$ cat config.mk
export PLATFORM = sky130hd
export DESIGN_NAME = pendulum_homing_controller
export DESIGN_NICKNAME = d
export VERILOG_FILES = /design/src/rtl/pendulum_homing_controller.sv
export SDC_FILE = /design/constraint.sdc
export NUM_CORES = 1
export LEC_CHECK = 0
export BUFFER_PORTS_ARGS = -buffer_cell sky130_fd_sc_hd__buf_2
export CAP_MARGIN = 20
export CORE_MARGIN = 4
export CORE_UTILIZATION = 59
export CTS_CLUSTER_SIZE = 10
export DETAILED_ROUTE_END_ITERATION = 8
export PLACE_DENSITY = 0.8
export SKIP_LAST_GASP = 1
export SLEW_MARGIN = 15
export SYNTH_ARGS = -nofsm -noshare
export SYNTH_HDL_FRONTEND = slang
export SYNTH_SLANG_ARGS = --single-unit
$ cat constraint.sdc
create_clock -name clk_i -period 3.65 [get_ports clk_i]
set_input_delay 0.1825 -clock clk_i [delete_from_list [all_inputs] [get_ports clk_i]]
set_output_delay 0.1825 -clock clk_i [all_outputs]
set_load 0.05 [all_outputs]
$ cat src/rtl/pendulum_homing_controller.sv
// pendulum_homing_controller: homing sequencer (seek left, seek right/measure span, centre, settle, calib strobe, hand-off).
// Define ENDSTOP_DEBOUNCE_EN to add a DEBOUNCE_CYCLES stability filter after the endstop synchronisers.
module pendulum_homing_controller #(
  parameter int STEP_PERIOD     = 1400,
  parameter int MAX_TRAVEL      = 6400,
  parameter int POS_WIDTH       = 16,
  parameter int SETTLE_CYCLES   = 500000,
  parameter int DEBOUNCE_CYCLES = 1024
) (
  input  logic                 clk_i,
  input  logic                 rst_ni,
  input  logic                 start_i,
  input  logic                 end_left_i,
  input  logic                 end_right_i,
  output logic                 step_o,
  output logic                 dir_o,
  output logic                 calib_o,
  output logic                 sim_enable_o,
  output logic                 busy_o,
  output logic                 done_o,
  output logic                 fault_o,
  output logic [2:0]           fault_code_o,
  output logic [POS_WIDTH-1:0] span_o,
  output logic [POS_WIDTH-1:0] center_o
);
  localparam int PER_W = $clog2(STEP_PERIOD + 1);
  localparam int SET_W = $clog2(SETTLE_CYCLES + 1);
  localparam logic [PER_W-1:0] PER_LAST = PER_W'(STEP_PERIOD - 1);
  localparam logic [PER_W-1:0] HIGH_MIN = PER_W'(STEP_PERIOD - STEP_PERIOD / 2);
  localparam logic [SET_W-1:0] SET_LAST = SET_W'(SETTLE_CYCLES - 1);
  localparam logic [POS_WIDTH-1:0] MAX_CNT = POS_WIDTH'(MAX_TRAVEL);

  if (STEP_PERIOD < 4 || DEBOUNCE_CYCLES < 1) begin : g_bad_param
    $error("pendulum_homing_controller: STEP_PERIOD must be >= 4 and DEBOUNCE_CYCLES >= 1");
  end

  typedef enum logic [2:0] {IDLE, SEEK_LEFT, SEEK_RIGHT, MOVE_CENTER, SETTLE, RUN, FAULT} state_e;

  // endstops as {right, left}
  logic [1:0] sync1_q, sync2_q, lim_s;

  always_ff @(posedge clk_i or negedge rst_ni) begin
    if (!rst_ni) begin
      sync1_q <= '0;
      sync2_q <= '0;
    end else begin
      sync1_q <= {end_right_i, end_left_i};
      sync2_q <= sync1_q;
    end
  end

`ifdef ENDSTOP_DEBOUNCE_EN
  localparam int DB_W = $clog2(DEBOUNCE_CYCLES + 1);
  localparam logic [DB_W-1:0] DB_LAST = DB_W'(DEBOUNCE_CYCLES - 1);
  for (genvar i = 0; i < 2; i++) begin : g_db
    logic [DB_W-1:0] cnt_q;
    logic            lvl_q;
    always_ff @(posedge clk_i or negedge rst_ni) begin
      if (!rst_ni) begin
        cnt_q <= '0;
        lvl_q <= 1'b0;
      end else if (sync2_q[i] == lvl_q) begin
        cnt_q <= '0;
      end else if (cnt_q == DB_LAST) begin
        cnt_q <= '0;
        lvl_q <= sync2_q[i];
      end else begin
        cnt_q <= cnt_q + DB_W'(1);
      end
    end
    assign lim_s[i] = lvl_q;
  end
`else
  assign lim_s = sync2_q;
`endif

  logic el_s, er_s, both_s;
  assign el_s   = lim_s[0];
  assign er_s   = lim_s[1];
  assign both_s = el_s & er_s;

  state_e                 state_q, state_d;
  logic [PER_W-1:0]       per_q, per_d;
  logic                   step_q, step_d, dir_q, dir_d, done_q, done_d;
  logic [POS_WIDTH-1:0]   cnt_q, cnt_d, span_q, span_d, center_q, center_d;
  logic [SET_W-1:0]       set_q, set_d;
  logic [2:0]             code_q, code_d;
  logic                   want_dir, go, dir_chg, fire, busy;

  always_ff @(posedge clk_i or negedge rst_ni) begin
    if (!rst_ni) begin
      state_q  <= IDLE;
      per_q    <= '0;
      step_q   <= 1'b0;
      dir_q    <= 1'b0;
      done_q   <= 1'b0;
      cnt_q    <= '0;
      span_q   <= '0;
      center_q <= '0;
      set_q    <= '0;
      code_q   <= '0;
    end else begin
      state_q  <= state_d;
      per_q    <= per_d;
      step_q   <= step_d;
      dir_q    <= dir_d;
      done_q   <= done_d;
      cnt_q    <= cnt_d;
      span_q   <= span_d;
      center_q <= center_d;
      set_q    <= set_d;
      code_q   <= code_d;
    end
  end

  assign busy = state_q inside {SEEK_LEFT, SEEK_RIGHT, MOVE_CENTER, SETTLE};

  always_comb begin
    want_dir = state_q == SEEK_RIGHT;
    go = ((state_q == SEEK_LEFT) & ~el_s) | ((state_q == SEEK_RIGHT) & ~er_s)
       | ((state_q == MOVE_CENTER) & ~el_s & (cnt_q < center_q));
    // a direction flip waits for step low and restarts the period so a full gap precedes the next edge
    dir_chg = (want_dir != dir_q) & ~step_q;
    fire = go & ~both_s & (cnt_q < MAX_CNT) & (per_q == '0) & ~step_q & (want_dir == dir_q);
    per_d = (dir_chg | fire) ? PER_LAST : (per_q != '0) ? per_q - PER_W'(1) : per_q;
    step_d = fire | (step_q & (per_d >= HIGH_MIN));
    dir_d = dir_chg ? want_dir : dir_q;
    cnt_d = fire ? cnt_q + POS_WIDTH'(1) : cnt_q;
    state_d = state_q;
    code_d = code_q;
    span_d = span_q;
    center_d = center_q;
    set_d = '0;
    done_d = 1'b0;
    case (state_q)
      IDLE, RUN, FAULT: begin
        if (start_i) begin
          state_d = SEEK_LEFT;
          code_d = '0;
          cnt_d = '0;
        end else if (state_q == RUN && (el_s | er_s)) begin
          state_d = FAULT;
          code_d = 3'd4;
        end
      end
      SEEK_LEFT: begin
        if (el_s) begin
          state_d = SEEK_RIGHT;
          cnt_d = '0;
        end else if (cnt_q == MAX_CNT) begin
          state_d = FAULT;
          code_d = 3'd1;
        end
      end
      SEEK_RIGHT: begin
        if (er_s) begin
          state_d = MOVE_CENTER;
          span_d = cnt_q;
          center_d = cnt_q >> 1;
          cnt_d = '0;
        end else if (cnt_q == MAX_CNT) begin
          state_d = FAULT;
          code_d = 3'd2;
        end
      end
      MOVE_CENTER: begin
        if (el_s) begin
          state_d = FAULT;
          code_d = 3'd3;
        end else if (cnt_q == center_q && !step_q && per_q == '0 && dir_q == want_dir) begin
          state_d = SETTLE;
        end
      end
      SETTLE: begin
        set_d = set_q + SET_W'(1);
        if (set_q == SET_LAST) begin
          state_d = RUN;
          set_d = '0;
          done_d = 1'b1;
        end
      end
      default: state_d = IDLE;
    endcase
    if (busy && both_s) begin
      state_d = FAULT;
      code_d = 3'd3;
      done_d = 1'b0;
    end
  end

  always_comb begin
    step_o       = step_q;
    dir_o        = dir_q;
    calib_o      = (state_q == SETTLE) && (set_q == SET_LAST);
    sim_enable_o = state_q == RUN;
    busy_o       = busy;
    done_o       = done_q;
    fault_o      = state_q == FAULT;
    fault_code_o = code_q;
    span_o       = span_q;
    center_o     = center_q;
  end
endmodule

==> results by stage, run 1 <==
Outcome:
- The flow ran to the end, and the final reports show no timing, DRC or antenna violations.

Power and ir drop:
- Across the VDD grid, the largest voltage drop is 0.314 mV.
- Dividing total power by cell area gives a power density of 601 nW/um^2.
- Overall power consumption after layout is estimated at 2.84 mW.
- In this run the static leakage power is 2.14 nW.

Route:
- The violation count after the first detailed-routing iteration is 224.
- The final wirelength is 8870 microns.
- In the routed design, unresolved DRC markers number 0.
- The number of iterations in the first detailed-routing pass is 5.
- The detailed-route wire length per cell is 14.7 microns.
- The count of nets left with antenna violations after detail routing is 0.
- Across all layers, the routed design uses 3,559 vias.
- In the routed layout, each cell is associated on average with a via count of 5.89.

STA:
- Headroom to the max-slew limit came out at 0.315.
- The clock skew after layout is 0.00908 ns.
- The final cycle utilization of the critical path is 0.850.
- The max-slew violation count came to 0.
- Setup repair after global routing left no endpoint under its margin.
- The maximum operating frequency is 322 MHz.
- The total negative slack is 0 ns.
- The routed design could run at a clock period as short as 3.10 ns.
- Hold timing on the final database bottoms out at a slack of 0.302 ns.
- At the pin with the least slew margin, the transition time is 1.02 ns.
- The final count of negative-setup-slack endpoints is 0.
- The count of endpoints failing hold in the final timing report is 0.

Placement:
- In this run the tool buffered the top-level ports with 45 buffer cells.
- The placed wire-length estimate after detailed placement is 6290 microns.
- The last weighted congestion value of the routability-driven placer is 0.885.
- Summing all placed instances gives a cell area of 4500 sq um.
- The placed cell count is 586.

Finish:
- Of the cells placed in the final design, the portion with a size suffix greater than 1 is 0.144.
- The area growth from synthesis to layout is 9.54%.
- After the flow finishes, the layout carries non-filler instances totaling 604.
- The layout has 531 filler cells.
- The number of diodes is 0.
- The finished cells cover 4720 sq um.
- At the end of the flow, the number of nets in the layout was 528.

Setup path:
- The critical path data required time is 3.94 ns.
- For this run, the slowest stage of the critical path takes 0.54 ns.
- The worst setup path is launched from a flip-flop.
- On the critical path the largest part of the delay comes from simple AND/OR/NAND/NOR gates.
- The number of buffers and inverters on the critical path is 2.
- The largest individual stage delay along the critical path comes from the cell sky130_fd_sc_hd__or4_4.
- The flop-to-flop setup slack is 0.55 ns.
- The peak fanout along the critical path is 9.
- The sort of element at the end of the critical path is a flip-flop.
- STA puts the critical path data arrival time at 3.39 ns.
- The critical path goes through inv_1 > ha_1 > or4b_4 > or4_4 > nor4_4 > buf_4 > nand4_1 > or3_1 > a21oi_1.
- The critical path in this run is classified as reg -> reg.

Synthesis:
- The post-synthesis instance area is 4310 sq um.
- The most used flip-flop cell after synthesis is sky130_fd_sc_hd__dfrtp_1.
- Ranked by total cell area, the synthesized netlist is headed by sky130_fd_sc_hd__dfrtp_1 (44%), sky130_fd_sc_hd__ha_1 (5.5%), sky130_fd_sc_hd__o21ai_0 (4.5%).
- The fraction of the yosys area taken by sequential cells is 0.435.
- The fraction of post-synthesis cell area in the top cell type by area is 0.435.
- The net count after synthesis is 498.
- The cell count after synthesis came out at 474.
- Counting flops and latches in the post-synthesis netlist gives 75.
- In the synthesized netlist, the cells that appear most often are sky130_fd_sc_hd__dfrtp_1 (75), sky130_fd_sc_hd__nand2_1 (43), sky130_fd_sc_hd__o21ai_0 (39), sky130_fd_sc_hd__nor2_1 (35), sky130_fd_sc_hd__inv_1 (26).
- Synthesis instantiated 56 different standard cells from the library.
- The synthesized area divided by synthesized cell count is 9.10 sq um.
- In this run, synthesis inferred 0 flip-flops with an integrated enable.
- During synthesis, Yosys emitted a total of 0 warnings.
- The async set-or-reset flop fraction in the synthesized netlist is 1.00.
- The cell with the most instances after synthesis is sky130_fd_sc_hd__dfrtp_1.
- sky130_fd_sc_hd__dfrtp_1 takes more of the synthesized area than any other cell.

Floorplanning:
- The floorplan step defined a die boundary enclosing 8740 sq um.
- The initial core utilization is 0.621.
- The site row count is 30.
- The core region is 6940 sq um.
- The count of boundary I/O pins is 47.
- From left edge to right edge, the die measures 93.5 microns.
- Measured along the y axis, the die boundary spans 93.5 microns.

GRT:
- The aggregate global-route resource usage is 0.213.
- The wire length of the first global-routing pass is 14,800 microns.
- Global routing finished with a remaining overflow of 0.
- The via count of the first global-routing pass was 3,224.
- Entering global routing, the biggest net connects 52 pins.
- The number of antenna violations at the first check in global routing is 0.

CTS:
- Counting every sink on the clock net gives 75.
- The count of instances resized after the clock tree is built is 0.
- The library cell used as clock root buffer is sky130_fd_sc_hd__clkbuf_8.
- The worst-case clock buffer depth is 2.
- TritonCTS built the clock tree.
- The register clock-pin slew on the reported worst setup and hold paths is 0.08 ns.
- The clock reaches the later pin of the worst-skew pair after 0.36 ns.
- The number of buffers created by CTS is 9.
- The depth of the CTS H-tree is 3.

Job:
- Across the run, the number of max-cap violations was 0.

Hold path:
- The worst hold-check path type is in -> reg.
[kinds of logic after synthesis]
group / after synthesis / share of synthesized area
buffers and inverters: 60 / 0.0679
adders and majority gates: 19 / 0.0551
AOI/OAI and AO/OA: 104 / 0.149
DFF: 75 / 0.435
and+or+nand+nor: 187 / 0.232
other: 1 / 0.000869
muxes: 7 / 0.0177
xor gates and xnor gates: 21 / 0.0426
[flip-flops by register name, indices dropped and copies added, names as in the netlist, 2 cells and up]
signal and count:
lim_s 2, set_q 19, cnt_q 16, span_o 16
sync1_q 2, fault_code_o 3, state_q 3, per_q 11
[path summary, 6_finish.rpt]
path                              endpoint        from  cells past startpoint
max                               cnt_q[9]    per_q[0]                      9
min                        fault_code_o[2]     start_i                      3
max reg2reg                       cnt_q[9]    per_q[0]                      9
min reg2reg                       lim_s[0]  sync1_q[0]                      0
max in group asynchronous        set_q[11]      rst_ni                      3
min in group asynchronous       span_o[11]      rst_ni                      2
[routing by layer]
layer  GRT usage  vias to the layer above  wire length [microns]
li1            -                     1740                      -
met1       0.281                     1680                   3980
met2       0.344                      123                   4250
met3      0.0306                       16                    482
met4       0.104                        0                    162
met5           0                        -                      0
[timing repair]
item                                   in CTS  in global routing
endpoints found under the hold margin      26                  0
buffers inserted                            0                  0
hold buffers                                3                  0
[final cells by class]
cell class | instances | area (sq um) | area share
multi-input combinational | 339 | 2140 | 0.454
sequential | 75 | 1880 | 0.397
timing repair buffer | 53 | 293 | 0.0620
clock buffer | 13 | 159 | 0.0336
tap | 96 | 120 | 0.0254
inverter | 26 | 97.6 | 0.0207
clock inverter | 2 | 35.0 | 0.00742
[stage by stage]
| step | setup WS (ns) | utilization |
|---|---|---|
| 2_1_floorplan | 0.903 | - |
| 3_3_place_gp | 0.724 | 0.648 |
| 3_5_place_dp | 0.590 | 0.648 |
| 4_1_cts | 0.558 | 0.680 |
| 5_1_grt | 0.334 | 0.680 |
| 6_report | 0.547 | 0.680 |
[power by group]
group          switching (mW)  total [mW]  internal [mW]
combinational           0.769        1.13          0.356
sequential              0.148        1.07          0.922
clock                   0.295       0.644          0.349
[tightest hold or removal path: cells and delay by family]
family	cells	cell delay, ns
compound gates	1	0.05
mux	1	0.25
buf+inv	1	0.14
[cell usage in the layout (no fill, tap or decap), types with 3 or more instances in the layout]
master,netlist,layout
sky130_fd_sc_hd__dfrtp_1,75,75
sky130_fd_sc_hd__buf_2,0,45
sky130_fd_sc_hd__nand2_1,43,43
sky130_fd_sc_hd__o21ai_0,39,38
sky130_fd_sc_hd__nor2_1,35,35
sky130_fd_sc_hd__inv_1,26,26
sky130_fd_sc_hd__a21oi_1,21,21
sky130_fd_sc_hd__ha_1,19,19
sky130_fd_sc_hd__nand3_1,18,18
sky130_fd_sc_hd__nor3_1,13,13
sky130_fd_sc_hd__xor2_1,12,12
sky130_fd_sc_hd__or3_1,11,11
sky130_fd_sc_hd__and3_1,11,11
sky130_fd_sc_hd__clkbuf_8,0,11
sky130_fd_sc_hd__nand4_1,10,10
sky130_fd_sc_hd__and2_1,9,9
sky130_fd_sc_hd__xnor2_1,9,9
sky130_fd_sc_hd__nor4_1,8,8
sky130_fd_sc_hd__o211ai_1,7,7
sky130_fd_sc_hd__or4_1,5,5
sky130_fd_sc_hd__nor2b_1,5,5
sky130_fd_sc_hd__mux2_2,5,5
sky130_fd_sc_hd__nand2b_1,5,5
sky130_fd_sc_hd__buf_4,16,5
sky130_fd_sc_hd__o22ai_1,4,4
sky130_fd_sc_hd__o21a_1,4,4
sky130_fd_sc_hd__a21o_1,3,3
sky130_fd_sc_hd__o31ai_1,3,3
sky130_fd_sc_hd__a211oi_1,3,3
sky130_fd_sc_hd__a22oi_1,3,3
sky130_fd_sc_hd__dlygate4sd3_1,0,3
No activity file was read; power rests on OpenSTA's default activity.
==> run 2, diff against run 1 <==
ABC_AREA = 1   (was unset)
==> run 2 against run 1 <==
Effect of this change:
- register-to-register slack gained 0.54 ns
- sequential power shrank 9%
- the flow now finishes with violations (negative hold slack)
- clock power grew 14%
==> results by stage, run 2 <==
Route:
- In this run the remaining antenna-violating nets after routing total 0.
- The final wirelength is 9120 microns.
- The total via count in the routed design is 3,698.
- After detailed routing, the average wire length per cell comes to 13.2 microns.
- Dividing the detail-routed via count by the number of cells gives 5.36.
- Before antenna repair, the detailed router went through 5 iterations.
- The remaining routing DRC violations is 0.
- The detailed router finished its first iteration with 243 violations.

STA:
- The worst hold-check slack is -0.0305 ns.
- The clock skew after layout is 0.00986 ns.
- Setup violations remaining at the end of the flow were counted as 0.
- Setup total negative slack on the finished layout was measured at 0 ns.
- Timing would allow up to 390 MHz.
- For the pin with the worst max-slew slack, the measured transition is 0.933 ns.
- Setup repair after global routing left no endpoint under its margin.
- The count of endpoints failing hold in the final timing report is 37.
- The final cycle utilization of the critical path is 0.702.
- Measured against its own limit, the worst slew margin works out to 0.378.
- The max-slew violation count was 0.
- The post-route minimum period is 2.56 ns.

Finish:
- In the layout the commonest cells are sky130_fd_sc_hd__nand2_1 (107), sky130_fd_sc_hd__inv_1 (89), sky130_fd_sc_hd__dfrtp_1 (75).
- The area growth from synthesis to layout is 10.6%.
- The final standard cell utilization of the core is 0.686.
- The number of nets in the finished design is 613.
- The repair_antennas step left the layout with diodes totalling 0.
- set_q holds more flip-flops than any other register.
- In the final layout, the share of cells above drive strength 1 is 0.133.
- The most common cell after layout, fill and taps aside is sky130_fd_sc_hd__nand2_1.
- The register with the most flip-flops in the layout has 19 of them.

Synthesis:
- The fraction of the yosys area taken by sequential cells is 0.438.
- The number of warnings printed during yosys synthesis is 0.
- In this run, synthesis inferred 0 flip-flops with an integrated enable.
- After technology mapping, the gate count stands at 552.
- The net count after synthesis is 576.
- The netlist uses 39 different library cells.
- Dividing the synthesized area by the synthesized cell count gives 7.77 sq um.
- The fraction of post-synthesis cell area in the top cell type by area is 0.438.
- The most common cell in the synthesized netlist is sky130_fd_sc_hd__nand2_1.
- Counting flops with an async set or reset pin after synthesis yields a share of 1.00.
- After synthesis, the cell types taking the most area are sky130_fd_sc_hd__dfrtp_1 (44%), sky130_fd_sc_hd__nand2_1 (9.4%), sky130_fd_sc_hd__inv_1 (7.8%).
- In the synthesized netlist the dominant register cell turns out to be sky130_fd_sc_hd__dfrtp_1.
- The post-synthesis register bit count is 75.
- Summed over all instances, the cell type with the most area after synthesis is sky130_fd_sc_hd__dfrtp_1.
- The commonest cells after synthesis are sky130_fd_sc_hd__nand2_1 (107), sky130_fd_sc_hd__inv_1 (89), sky130_fd_sc_hd__dfrtp_1 (75), sky130_fd_sc_hd__nor2_1 (67), sky130_fd_sc_hd__o21ai_0 (34).
- In this run the cell area of the synthesized design comes to 4290 sq um.

Setup path:
- Along the worst path, the maximum fanout reaches 12.
- The standard cell with the maximum stage delay on the critical path is sky130_fd_sc_hd__nor3_2.
- The type of element launching the critical path is a flip-flop.
- The category of the critical setup timing path is reg -> reg.
- Traced cell by cell, the critical path runs through inv_1 > ha_1 > inv_1 > nor2_1 > nand3_1 > nor3_2 > nand2_2 > o21ai_2 > inv_1 > o211ai_1.
- For the worst setup path, the data arrival time is 2.82 ns.
- The most numerous cell type found on the critical path is sky130_fd_sc_hd__inv_1.
- The critical path data required time is 3.91 ns.
- The largest stage delay on the critical path is 0.38 ns.
- The worst setup path is captured at a flip-flop.

Outcome:
- The flow ran to the end, but the final reports show violations.
- The checks that failed: negative hold slack.

GRT:
- Entering global routing, the biggest net connects 76 pins.
- The number of antenna violations at the first check in global routing was 0.
- For this run, the total global-route usage over all layers was measured as 0.224.
- The via count of the first global-routing pass is 3,527.
- The wire length of the first global-routing pass is 15,700 microns.
- The total overflow reported by the global router is 0.

Power and ir drop:
- Power spread over the standard cell area amounts to 558 nW/um^2.
- The reported leakage power is 2.44 nW.
- The maximum resistive drop on vdd is 0.631 mV.

CTS:
- The clock tree synthesis step divided the H-tree into 3 levels.
- After clock tree synthesis, the clock-pin slew on the worst setup and hold paths is 0.07 ns.
- The number of buffers created by CTS is 9.
- The library cell used as clock root buffer is sky130_fd_sc_hd__clkbuf_8.
- The clock passes through at most 2 buffers.
- In this run the post-CTS setup repair buffer count came out at 0.
- The sink count of the clock tree is 75.
- The clock reaches the later pin of the worst-skew pair after 0.35 ns.
- The CTS tree is yes.

Floorplanning:
- The chip width is 93.2 microns.
- In this run the core area contains 30 standard-cell rows.
- Pin placement for this block handled 47 I/O pins.
- The die covers 8690 sq um.
- The vertical extent of the die is 93.2 microns.
- The floorplan step defined a core boundary enclosing 6910 sq um.
- The initial core utilization is 0.621.

Hold path:
- In this run the worst hold path is classified as in -> async.

Job:
- The tool flagged a number of max-cap violations equal to 0.

Placement:
- During placement, the flow inserted port buffers numbering 45.
- The last weighted congestion value of the routability-driven placer is 0.943.
- The placed wire-length estimate after detailed placement is 6730 microns.
## run 2: what timing repair did
| action | in CTS | in global routing |
|---|---|---|
| gates resized for setup | 0 | 0 |
| hold buffers | 2 | 0 |
| endpoints found under the setup margin | 0 | 0 |
| endpoints found under the hold margin | 2 | 0 |
## run 2: path summary, 6_finish.rpt
| kind | from | endpoint | slack (ns) | cells after the start |
|---|---|---|---|---|
| max in group asynchronous | rst_ni | set_q[18] | 3.07 | 1 |
| max | per_q[0] | per_q[1] | 1.09 | 10 |
| max reg2reg | per_q[0] | per_q[1] | 1.09 | 10 |
| min reg2reg | sync1_q[1] | lim_s[1] | 0.35 | 0 |
| min | rst_ni | span_o[3] | -0.03 | 1 |
| min in group clk_i | start_i | fault_code_o[2] | 0.17 | 4 |
## run 2: cell families after synthesis
group,count (synthesis),synth area share
compound gates,81,0.108
xor+xnor,10,0.0222
fa+ha+maj,19,0.0555
buf+inv,116,0.118
flops,75,0.438
other cells,1,0.000875
simple gates,250,0.257
## run 2: report_power, final
group	switching (mW)	leakage (nW)	internal [mW]	total, mW
logic	0.681	1.33	0.256	0.937
clock network	0.312	0.113	0.422	0.734
registers	0.0679	0.994	0.906	0.973
total	1.06	2.44	1.58	2.64
## run 2: metal layers
| layer | vias up | GRT usage | part of all wire |
|---|---|---|---|
| met1 | 1736 | 0.294 | 0.46 |
| met5 | - | 0 | 0 |
| met3 | 23 | 0.0370 | 0.048 |
| met2 | 109 | 0.366 | 0.47 |
| met4 | 0 | 0.0940 | 0.020 |
| li1 | 1830 | - | - |
## run 2: stage by stage
step | cell area, sq um | instances | hold slack (ns) | setup slack (ns) | power, mW
6_report | 4740 | 690 | -0.0305 | 1.09 | 2.64
5_1_grt | 4740 | 690 | 0.0544 | 0.833 | 2.81
4_1_cts | 4740 | 690 | 0.00519 | 1.09 | 2.65
3_5_place_dp | 4490 | 672 | 0.295 | 1.10 | 1.91
3_3_place_gp | 4490 | 672 | 0.292 | 1.26 | 1.88
2_1_floorplan | 4290 | 552 | -0.113 | 1.46 | 1.67
## run 2: cell type report
| cell class | instances | area (sq um) |
|---|---|---|
| sequential | 75 | 1880 |
| multi-input combinational | 361 | 1900 |
| fill | 594 | 2170 |
| inverter | 93 | 349 |
| clock buffer | 12 | 155 |
| tap | 96 | 120 |
| timing repair buffer | 49 | 263 |
| clock inverter | 4 | 72.6 |
## run 2: critical path: cells and delay by family, from the launching register on
family	cells	cell delay, ns
adder cells (fa/ha/maj)	1	0.23
AND/OR/NAND/NOR	4	1.17
buffers and inverters	3	0.39
flip-flops	1	0.36
AO/OA/AOI/OAI	2	0.31
